$ cat config.mk
export PLATFORM = sky130hd
export DESIGN_NAME = sync_fifo_flags
export DESIGN_NICKNAME = d
export VERILOG_FILES = /design/src/rtl/sync_fifo_flags.sv
export SDC_FILE = /design/constraint.sdc
export NUM_CORES = 1
export LEC_CHECK = 0
export CAP_MARGIN = 20
export CORE_MARGIN = 2
export CORE_UTILIZATION = 48
export CTS_CLUSTER_SIZE = 14
export DETAILED_ROUTE_END_ITERATION = 12
export GPL_ROUTABILITY_DRIVEN = 0
export PLACE_DENSITY = 0.79
export SLEW_MARGIN = 20
export SYNTH_ARGS = -nofsm -noshare
export SYNTH_HDL_FRONTEND = slang
export SYNTH_SLANG_ARGS = --single-unit
$ cat constraint.sdc
create_clock -name clk -period 2.2 [get_ports clk]
set_clock_uncertainty 0.15 [all_clocks]
set_input_delay 0.33 -clock clk [delete_from_list [all_inputs] [get_ports clk]]
set_output_delay 0.33 -clock clk [all_outputs]
set_load 0.03 [all_outputs]
$ cat src/rtl/sync_fifo_flags.sv
// Single-clock FIFO with standard or first-word-fall-through read, occupancy level,
// programmable almost-full/almost-empty and sticky overflow/underflow flags.
module sync_fifo_flags #(
    parameter int DATA_WIDTH    = 8,
    parameter int ADDR_WIDTH    = 4,
    parameter int FWFT          = 0,
    parameter int AFULL_THRESH  = (2 ** ADDR_WIDTH) - 2,
    parameter int AEMPTY_THRESH = 2
) (
    input  logic                  clk,
    input  logic                  rst_n,
    input  logic                  wr_en,
    input  logic [DATA_WIDTH-1:0] wr_data,
    output logic                  wr_full,
    output logic                  wr_afull,
    output logic                  wr_overflow,
    input  logic                  rd_en,
    output logic [DATA_WIDTH-1:0] rd_data,
    output logic                  rd_valid,
    output logic                  rd_empty,
    output logic                  rd_aempty,
    output logic                  rd_underflow,
    input  logic                  clr_err,
    output logic [ADDR_WIDTH:0]   level
);

    localparam int DEPTH = 2 ** ADDR_WIDTH;
    localparam int LW    = ADDR_WIDTH + 1;
    localparam int CAP   = DEPTH + ((FWFT != 0) ? 1 : 0);

    localparam logic [LW-1:0]         CAP_L    = LW'(CAP);
    localparam logic [LW-1:0]         LVL_ZERO = LW'(0);
    localparam logic [LW-1:0]         LVL_ONE  = LW'(1);
    localparam logic [ADDR_WIDTH-1:0] PTR_ZERO = ADDR_WIDTH'(0);
    localparam logic [ADDR_WIDTH-1:0] PTR_ONE  = ADDR_WIDTH'(1);
    localparam logic [DATA_WIDTH-1:0] DAT_ZERO = DATA_WIDTH'(0);

    // Thresholds are signed ints so out-of-range values simply pin the flag.
    function automatic logic afull_f(input logic [LW-1:0] lvl);
        int v;
        v = {{(32-LW){1'b0}}, lvl};
        return (v >= AFULL_THRESH);
    endfunction

    function automatic logic aempty_f(input logic [LW-1:0] lvl);
        int v;
        v = {{(32-LW){1'b0}}, lvl};
        return (v <= AEMPTY_THRESH);
    endfunction

    logic [DATA_WIDTH-1:0] r_mem [DEPTH];
    logic [ADDR_WIDTH-1:0] r_wr_ptr;
    logic [ADDR_WIDTH-1:0] r_rd_ptr;
    logic [LW-1:0]         r_level;
    logic [DATA_WIDTH-1:0] r_rd_data;
    logic                  r_rd_valid;
    logic                  r_wr_full;
    logic                  r_wr_afull;
    logic                  r_rd_empty;
    logic                  r_rd_aempty;
    logic                  r_overflow;
    logic                  r_underflow;

    logic                  w_wr_acc;
    logic                  w_rd_acc;
    logic [LW-1:0]         w_level_nxt;
    logic [LW-1:0]         w_ram_cnt;
    logic                  w_out_free;
    logic                  w_ram_rd;
    logic                  w_ram_wr;
    logic                  w_bypass;
    logic                  w_valid_nxt;
    logic                  w_empty_nxt;
    logic [DATA_WIDTH-1:0] w_ram_head;
    logic [DATA_WIDTH-1:0] w_data_nxt;

    // Accept decisions, next level and output-register steering from start-of-cycle state.
    always_comb begin
        w_wr_acc   = wr_en & ~r_wr_full;
        w_rd_acc   = rd_en & ~r_rd_empty;
        w_ram_head = r_mem[r_rd_ptr];

        case ({w_wr_acc, w_rd_acc})
            2'b10:   w_level_nxt = r_level + LVL_ONE;
            2'b01:   w_level_nxt = r_level - LVL_ONE;
            default: w_level_nxt = r_level;
        endcase

        if (FWFT != 0) begin
            // In FWFT the level includes the output register, so RAM holds the rest.
            w_ram_cnt   = r_level - {{(LW-1){1'b0}}, r_rd_valid};
            w_out_free  = ~r_rd_valid | w_rd_acc;
            w_ram_rd    = w_out_free & (w_ram_cnt != LVL_ZERO);
            w_bypass    = w_out_free & (w_ram_cnt == LVL_ZERO) & w_wr_acc;
            w_valid_nxt = w_ram_rd | w_bypass | (r_rd_valid & ~w_rd_acc);
            w_empty_nxt = ~w_valid_nxt;
        end else begin
            w_ram_cnt   = r_level;
            w_out_free  = w_rd_acc;
            w_ram_rd    = w_rd_acc;
            w_bypass    = 1'b0;
            w_valid_nxt = w_rd_acc;
            w_empty_nxt = (w_level_nxt == LVL_ZERO);
        end

        w_ram_wr = w_wr_acc & ~w_bypass;

        if (w_ram_rd) begin
            w_data_nxt = w_ram_head;
        end else if (w_bypass) begin
            w_data_nxt = wr_data;
        end else begin
            w_data_nxt = r_rd_data;
        end
    end

    // Storage array; contents need no reset because the level gates every read.
    always_ff @(posedge clk) begin
        if (w_ram_wr) begin
            r_mem[r_wr_ptr] <= wr_data;
        end
    end

    // Pointers, level, output register, registered flags and sticky errors.
    always_ff @(posedge clk or negedge rst_n) begin
        if (!rst_n) begin
            r_wr_ptr    <= PTR_ZERO;
            r_rd_ptr    <= PTR_ZERO;
            r_level     <= LVL_ZERO;
            r_rd_data   <= DAT_ZERO;
            r_rd_valid  <= 1'b0;
            r_wr_full   <= 1'b0;
            r_wr_afull  <= afull_f(LVL_ZERO);
            r_rd_empty  <= 1'b1;
            r_rd_aempty <= aempty_f(LVL_ZERO);
            r_overflow  <= 1'b0;
            r_underflow <= 1'b0;
        end else begin
            if (w_ram_wr) begin
                r_wr_ptr <= r_wr_ptr + PTR_ONE;
            end
            if (w_ram_rd) begin
                r_rd_ptr <= r_rd_ptr + PTR_ONE;
            end
            r_level     <= w_level_nxt;
            r_rd_data   <= w_data_nxt;
            r_rd_valid  <= w_valid_nxt;
            r_wr_full   <= (w_level_nxt == CAP_L);
            r_wr_afull  <= afull_f(w_level_nxt);
            r_rd_empty  <= w_empty_nxt;
            r_rd_aempty <= aempty_f(w_level_nxt);
            // A new error event in the same cycle as clr_err keeps the flag set.
            r_overflow  <= (wr_en & r_wr_full)  | (r_overflow  & ~clr_err);
            r_underflow <= (rd_en & r_rd_empty) | (r_underflow & ~clr_err);
        end
    end

    assign wr_full      = r_wr_full;
    assign wr_afull     = r_wr_afull;
    assign wr_overflow  = r_overflow;
    assign rd_data      = r_rd_data;
    assign rd_valid     = r_rd_valid;
    assign rd_empty     = r_rd_empty;
    assign rd_aempty    = r_rd_aempty;
    assign rd_underflow = r_underflow;
    assign level        = r_level;

endmodule

== Word-level counts from Yosys, hierarchy flattened ==
Memory sizes are Yosys's and may differ from the RTL's. A register that Yosys moved wholly into a read port is not among the register bits.
Cells that the tools add are included.

* ROM bits: 0
* Bits in writable memories: 128
* Register bits after elaboration: 20
* Memories kept: 1
* Bits in latches: 0
* Output and inout port bits: 20
* Word-level logic and storage cells: 36

* Bitwise operators: 11
* Add/sub/neg operators: 4
* Shift-type cells: 0
* Mux-type cells: 3
* Magnitude comparators: 2
* Reductions and logical operators: 2
* Div/mod/pow operators: 0
* Multiply operators: 0
* Equality and inequality tests: 3

{| class="wikitable"
|+ Memory list
! name !! depth !! bits a word !! read ports !! clocked after memory_dff !! wr ports !! line !! source
|-
| r_mem || 16 || 8 || 1 || 1 || 1 || 51 || <nowiki>logic [DATA_WIDTH-1:0] r_mem [DEPTH];</nowiki>
|}

{| class="wikitable"
|+ Operators with widths
! kind !! number
|-
| case mux 5 bit (2 select lines) || 1
|-
| adder 4 x 1 -> 4 bit (second input constant) || 2
|-
| AND 1 bit || 6
|-
| adder 5 x 1 -> 5 bit (second input constant) || 1
|-
| equality test 5 bit (second input constant) || 1
|-
| >= comparator 5 x 4 -> 1 bit (second input constant) || 1
|-
| <= comparator 5 x 2 -> 1 bit (second input constant) || 1
|-
| zero test 5 bit || 1
|-
| subtractor 5 x 1 -> 5 bit (second input constant) || 1
|-
| inverter 1 bit || 3
|-
| equality test 2 x 1 -> 1 bit (second input constant) || 1
|-
| equality test 2 bit (second input constant) || 1
|-
| two-way mux 1 bit || 2
|-
| OR 1 bit || 2
|-
| zero test 1 bit || 1
|}

== Longest topological paths before layout ==
Gate-level depths: netlist of the first run.

* Depth after elaboration: 5
* Gate-level depth with buffers: 12
* Gate-level depth less buffers: 11

== Least setup slack after synthesis of the first run ==
OpenSTA, ideal clock, no wires.

* Kind: register to register
* From: register r_rd_empty, in the netlist rd_empty
* To: register r_rd_aempty, in the netlist rd_aempty
* Setup slack: -0.303 ns
* Arrival: 2.289 ns
* Stages on the path, launching flop included: 11
* Library setup time: 0.063 ns
* Cell sequence: dfstp_2 > nand2b_1 > inv_1 > nand2_1 > xnor2_1 > ha_1 > inv_1 > o311ai_0 > a21oi_1 > xnor2_1 > and4_1

* Word-level cells in the longest chain between the ends: 5
* Elaborated cells between the ends (all ways): 6

{| class="wikitable"
|+ Ends and longest elaborated chain
! item !! line !! source
|-
| start, declared || 59 || <nowiki>logic r_rd_empty;</nowiki>
|-
| start signal, assigned || 150 || <nowiki>r_rd_empty <= w_empty_nxt;</nowiki>
|-
| inverter 1 bit (*) || 80 || <nowiki>w_rd_acc = rd_en & ~r_rd_empty;</nowiki>
|-
| AND 1 bit (*) || 80 ||
|-
| equality test 2 x 1 -> 1 bit / equality test 2 bit (equally long branches) || 83 || <nowiki>case ({w_wr_acc, w_rd_acc})</nowiki>
|-
| case mux 5 bit (2 select lines) (*) || 83 ||
|-
| <= comparator 5 x 2 -> 1 bit (*) || 48 || <nowiki>return (v <= AEMPTY_THRESH);</nowiki>
|-
| end signal, assigned || 135 || <nowiki>r_rd_aempty <= aempty_f(LVL_ZERO);</nowiki>
|-
| end signal, assigned || 151 || <nowiki>r_rd_aempty <= aempty_f(w_level_nxt);</nowiki>
|-
| end, declared || 60 || <nowiki>logic r_rd_aempty;</nowiki>
|}

Every way passes the cells marked *; elsewhere a longest branch is shown, timed or not.
A chain may end at the register's enable or synchronous reset.

== Worst setup path after layout of the first run ==
* From: input wr_en
* To: register r_rd_aempty, in the netlist rd_aempty

* Word-level cells in the longest chain between the ends: 4
* Elaborated cells between the ends (all ways): 5

{| class="wikitable"
|+ Ends and longest elaborated chain
! item !! line !! source
|-
| start, declared || 12 || <nowiki>input logic wr_en,</nowiki>
|-
| AND 1 bit (*) || 79 || <nowiki>w_wr_acc = wr_en & ~r_wr_full;</nowiki>
|-
| equality test 2 x 1 -> 1 bit / equality test 2 bit (equally long branches) || 83 ||
|-
| case mux 5 bit (2 select lines) (*) || 83 ||
|-
| <= comparator 5 x 2 -> 1 bit (*) || 48 ||
|}

Marked as above.

==> results.yml, run 1 <==
run_status:
  status: "finished with violations"
  violations: "negative setup slack"
place:
  hpwl_um: 7860
  port_buffers: 32
  placed_cells: 563
sta:
  tightest_slew_ns: 0.603
  setup_tns_ns: -0.413
  hold_viol: 0
  post-route-period-util_pct: 105
  fin_ws_ns: -0.106
  hold_slack_ns: 0.132
  fin_crit_ns: 2.31
  fmax_mhz: 434
  setup_viol: 7
  slew_headroom_pct: 59.7
  rsz0062_at_grt: "true"
  drv_slew: 0
critical_path:
  start_kind: "primary input"
  ff2ff_setup_slack_ns: -0.08
  crit_arrival_ns: 2.52
  cp_max_fo: 4
  timing.setup.critical_path_class: "in -> reg"
  crit_path_end_kind: "flop"
  worstPathRequired_ns: 2.42
global_routing:
  grt_overflow: 0
  grt_pass1_wl_um: 20800
  antenna_found_initial: 0
  grt_start_max_net_pins: 36
  grt_pass1_vias: 3474
  grt_usage_pct: 20.3
logic_synthesis:
  ys_seq_area_share_pct: 71.5
  syn-mean-instance-area_um2: 19.2
  synth_area_leaders: "edfxtp_1 (60%), dfrtp_1 (10%), mux4_1 (8.7%)"
  syn-num-nets: 351
  synth_top_cell_area_share_pct: 60.5
  yosys_warnings: 0
  synth_seq_cells: 156
  netlist_instances: 331
  synth_area_um2: 6350
  yosys.cell_types.count: 36
  yosysTopAreaCell: "edfxtp_1"
route:
  wl_um: 14200
  drcViolationCount: 0
  avgRoutedWirePerCell_um: 23.6
  ant_nets: 0
  drtIter0Drc: 389
  drt_pre_antenna_iters: 4
  dr_total_vias: 3382
  vias_per_cell: 5.62
layout:
  area_growth_pct: 28.8
  diodes: 0
  fin_cells: 602
  num-nets-final: 433
  drive_gt1_share_pct: 30.8
pwr:
  power-per-cell-area_nw_per_um2: 1380
  power_leakage_uw: 0.00296
  vdd_ir_drop_max_v: 0.000567
floorplan:
  io_pins: 33
  core-area_um2: 13100
  rows: 42
  die-area_um2: 14200
  die_h_um: 119
  initial_core_util_pct: 48.6
  dieWidth_um: 119
clocking:
  clk_latency_ns: 0.43
  cts_buffer_depth: 2
  cts_tree: "done"
  clk_pin_slew_ns: 0.06
  root_buffer: "clkbuf_16"
  ctsHtreeMaxLevel: 4
  numCtsBuffers: 17
  clock-sinks: 156
hold_path:
  worstHoldPathType: "in -> async"
run:
  drv_cap: 0
routing by layer:
| metal | part of all wire, % | global-route usage (%) | vias up |
|---|---|---|---|
| li1 | - | - | 1461 |
| met1 | 40 | 26.3 | 1778 |
| met2 | 52 | 33.2 | 125 |
| met3 | 5.8 | 5.32 | 18 |
| met4 | 1.5 | 7.81 | 0 |
| met5 | 0 | 0 | - |
cells in the final DEF, fill, tap and decap left out, drive strengths merged, types with 5 or more instances in the layout:
cell type,synthesis,layout
dfrtp,26,26
ha,7,7
inv,12,18
clkbuf,3,21
buf,12,44
edfxtp,128,128
nand2,37,37
and2,16,16
xnor2,9,9
clkdlybuf4s50,0,27
mux4,40,40
o21ai,5,5
what timing repair did:
item / CTS / global route
pin swaps: 9 / 10
hold buffers: 0 / 0
resized for setup: 23 / 21
buffers inserted: 2 / 3
gates cloned: 0 / 2
endpoints found under the setup margin: 9 / 13
where the power goes:
group          switching [uW]  total (uW)  internal, uW
logic                    2090        4230          2140
registers                 343        4040          3690
clock network            1220        3070          1850
total                    3660       11300          7680
metrics by stage:
step | total power, uW | setup slack [ns] | area, um^2 | util (%)
4_1_cts | 10900 | -0.0308 | 8040 | 61.4
3_3_place_gp | 7450 | -0.416 | 7320 | 55.9
2_1_floorplan | 6300 | -0.0910 | 6390 | -
5_1_grt | 11700 | -0.179 | 8180 | 62.5
3_5_place_dp | 7620 | -0.515 | 7320 | 55.9
6_report | 11300 | -0.106 | 8180 | 62.5
cell type report:
type,instances,area [um^2]
repair buffers,78,960
clock buffers,19,443
multi-input cells,148,1790
flip-flops and latches,156,4550
fillers,849,4900
inverters,12,47.5
clock inverters,13,178
well taps,176,220
worst max-delay path: stages:
cell and delay (ns):
clkdlybuf4s50_1 0.44, nor2b_2 0.18, inv_2 0.13, nand2_4 0.08, xnor2_2 0.15, ha_4 0.19, a21oi_4 0.16, a21boi_4 0.25
nor3_2 0.07, xnor2_1 0.27, and4_1 0.26
final timing paths:
kind                                     endpoint                   start  cells after the start
max in group asynchronous     rd_aempty$_DFF_PN1_                   rst_n                      2
min in group clk           rd_data[7]$_DFFE_PN0P_  rd_data[7]$_DFFE_PN0P_                      2
min reg2reg                rd_data[7]$_DFFE_PN0P_  rd_data[7]$_DFFE_PN0P_                      2
max                           rd_aempty$_DFF_PN1_                   wr_en                     11
min                            wr_afull$_DFF_PN0_                   rst_n                      2
max reg2reg                   rd_aempty$_DFF_PN1_       wr_full$_DFF_PN0_                     10
logic make-up after synthesis:
logic type,Yosys count,share of synthesized area (%)
adders and majority gates,7,1.38
AOI/OAI and AO/OA,17,1.77
and+or+nand+nor,73,5.63
xor gates and xnor gates,10,1.38
DFF,156,71.5
muxes,41,15.6
buffers and inverters,27,2.72
sequential cells by signal, indices dropped and copies added (netlist names):
signal	cells
rd_empty	1
r_mem	128
wr_overflow	1
r_rd_ptr	4
rd_underflow	1
wr_afull	1
rd_data	8
rd_aempty	1
level	5
rd_valid	1
r_wr_ptr	4
wr_full	1
synthesized netlist by cell type, drive strengths merged:
| cell type | n |
|---|---|
| a21boi | 1 |
| a21o | 1 |
| a21oi | 4 |
| a2bb2oi | 1 |
| and2 | 16 |
| and3 | 1 |
| and4 | 1 |
| buf | 12 |
| clkbuf | 3 |
| dfrtp | 26 |
| dfstp | 2 |
| edfxtp | 128 |
| ha | 7 |
| inv | 12 |
| mux2i | 1 |
| mux4 | 40 |
| nand2 | 37 |
| nand2b | 2 |
| nand3 | 1 |
| nand4 | 2 |
| nand4b | 1 |
| nor2 | 3 |
| nor2b | 3 |
| nor3 | 4 |
| nor3b | 2 |
| o2111a | 1 |
| o21ai | 5 |
| o311ai | 2 |
| o31ai | 2 |
| xnor2 | 9 |
| xor2 | 1 |
(Power assumes the default switching activity.)
==> run 2, diff against run 1 <==
Settings changed: PLACE_DENSITY 0.79 to 0.76.
Clock period 2.2 ns to 2.41 ns, I/O delays scaled along.
==> results.yml, run 2 (synthesis gave the netlist of run 1 again) <==
route:
  vias_per_cell: 5.43
  wl_um: 11700
  drcViolationCount: 0
  drt_pre_antenna_iters: 4
  avgRoutedWirePerCell_um: 20.1
  drtIter0Drc: 286
  dr_total_vias: 3159
  ant_nets: 0
pwr:
  vdd_ir_drop_max_v: 0.000532
  p_switching_uw: 2930
  power-per-cell-area_nw_per_um2: 1200
  power_leakage_uw: 0.00276
  combinationalPowerShare_pct: 33.5
  netSwitchingFraction_pct: 31.5
  p_clk_share_pct: 26.5
  internal_power_uw: 6360
  seqPwrFrac_pct: 40.0
clocking:
  clk_latency_ns: 0.42
  cts_setup_buffers: 0
  cts_tree: "done"
  numCtsBuffers: 17
  root_buffer: "clkbuf_16"
  clk_pin_slew_ns: 0.06
  cts_buffer_depth: 2
  ctsHtreeMaxLevel: 4
  clock-sinks: 156
critical_path:
  timing.setup.critical_path_class: "reg -> reg"
  cp_max_fo: 5
  reg2reg_depth: 10
  worstPathRequired_ns: 2.61
  r2r-end: "rd_aempty$_DFF_PN1_"
  start_kind: "flop"
  crit_arrival_ns: 2.53
  crit_path_end_kind: "flop"
  ff2ff_setup_slack_ns: 0.08
  r2r_start: "rd_empty$_DFF_PN1_"
sta:
  fin_crit_ns: 2.33
  tightest_slew_ns: 0.597
  post-route-period-util_pct: 96.9
  drv_slew: 0
  rsz0062_at_grt: "true"
  fin_ws_ns: 0.0758
  fmax_mhz: 428
  setup_tns_ns: 0
  setup_viol: 0
  hold_viol: 0
  slew_headroom_pct: 60.2
  hold_slack_ns: 0.173
layout:
  drive_gt1_share_pct: 22.4
  largest_register_ffs: 128
  num-nets-final: 413
  largest-register: "r_mem"
  area_growth_pct: 21.9
  fin_area_um2: 7740
  diodes: 0
  final_cell_mix: "edfxtp_1 (128), nand2_1 (36), clkdlybuf4s50_1 (32)"
  fin_cells: 582
  layout_commonest_cell: "edfxtp_1"
global_routing:
  grt_usage_pct: 17.6
  grt_overflow: 0
  grt_pass1_vias: 3247
  grt_pass1_wl_um: 18300
  grt_start_max_net_pins: 36
  antenna_found_initial: 0
place:
  postPlaceCellArea_um2: 7130
  placed_cells: 550
  pre_cts_slack_ns: -0.350
  port_buffers: 32
  hpwl_um: 7300
floorplan:
  initial_core_util_pct: 48.6
  die-area_um2: 14200
  dieWidth_um: 119
  die_h_um: 119
  core-area_um2: 13100
  rows: 42
  io_pins: 33
run_status:
  status: "finished clean"
run:
  drv_cap: 0
hold_path:
  worstHoldPathType: "in -> async"
[run 2: how the worst max path moves through the flow]
stage	from	to	slack [ns]
2_1_floorplan	rd_empty$_DFF_PN1_	rd_aempty$_DFF_PN1_	0.009
3_3_place_gp	wr_en	rd_aempty$_DFF_PN1_	-0.28
3_5_place_dp	wr_en	rd_empty$_DFF_PN1_	-0.35
4_1_cts	rd_empty$_DFF_PN1_	rd_aempty$_DFF_PN1_	0.05
5_1_grt	rd_empty$_DFF_PN1_	rd_aempty$_DFF_PN1_	-0.06
6_report	rd_empty$_DFF_PN1_	rd_aempty$_DFF_PN1_	0.08
[run 2: metrics by stage]
step / power [uW] / utilization [%]
final: 9290 / 59.2
after CTS: 9250 / 58.7
after global placement: 6620 / 54.5
after detailed placement: 6730 / 54.5
after global routing: 9700 / 59.2
after floorplan: 5720 / -
[run 2: cell type report]
type | instances | area, um^2
Fill cell | 872 | 5340
Sequential cell | 156 | 4550
Multi-Input combinational cell | 148 | 1710
Timing Repair Buffer | 58 | 666
Clock buffer | 19 | 433
Tap cell | 176 | 220
Clock inverter | 13 | 116
Inverter | 12 | 45.0
[run 2: power by group through the flow]
stage | combinational, uW | clock (uW) | sequential, uW
final | 3110 | 2460 | 3720
after global routing | 3330 | 2600 | 3770
after CTS | 3050 | 2490 | 3700
after detailed placement | 2980 | 0 | 3740
after global placement | 2910 | 0 | 3710
after floorplan | 1860 | 0 | 3860
[run 2: what timing repair did]
action                     4_1_cts  5_1_grt
pin swaps                        0        6
cloned                           0        0
gates resized for setup          2       11
hold buffers                     0        0
setup endpoints to repair        4        5
[run 2: layer usage]
metal | wire length, um | track usage, %
met1 | 5020 | 22.7
met4 | 238 | 7.59
met5 | 0 | 0
met2 | 6030 | 29.4
met3 | 403 | 3.50
[run 2: worst max-delay path, cell delays in order (launching register included)]
cell and delay [ns]:
dfstp_2 0.55, nand2b_4 0.12, inv_1 0.06, buf_4 0.13, ha_1 0.22, buf_4 0.17, o31ai_1 0.08, o311ai_2 0.16
a21oi_2 0.20, xnor2_2 0.18, and4_1 0.26
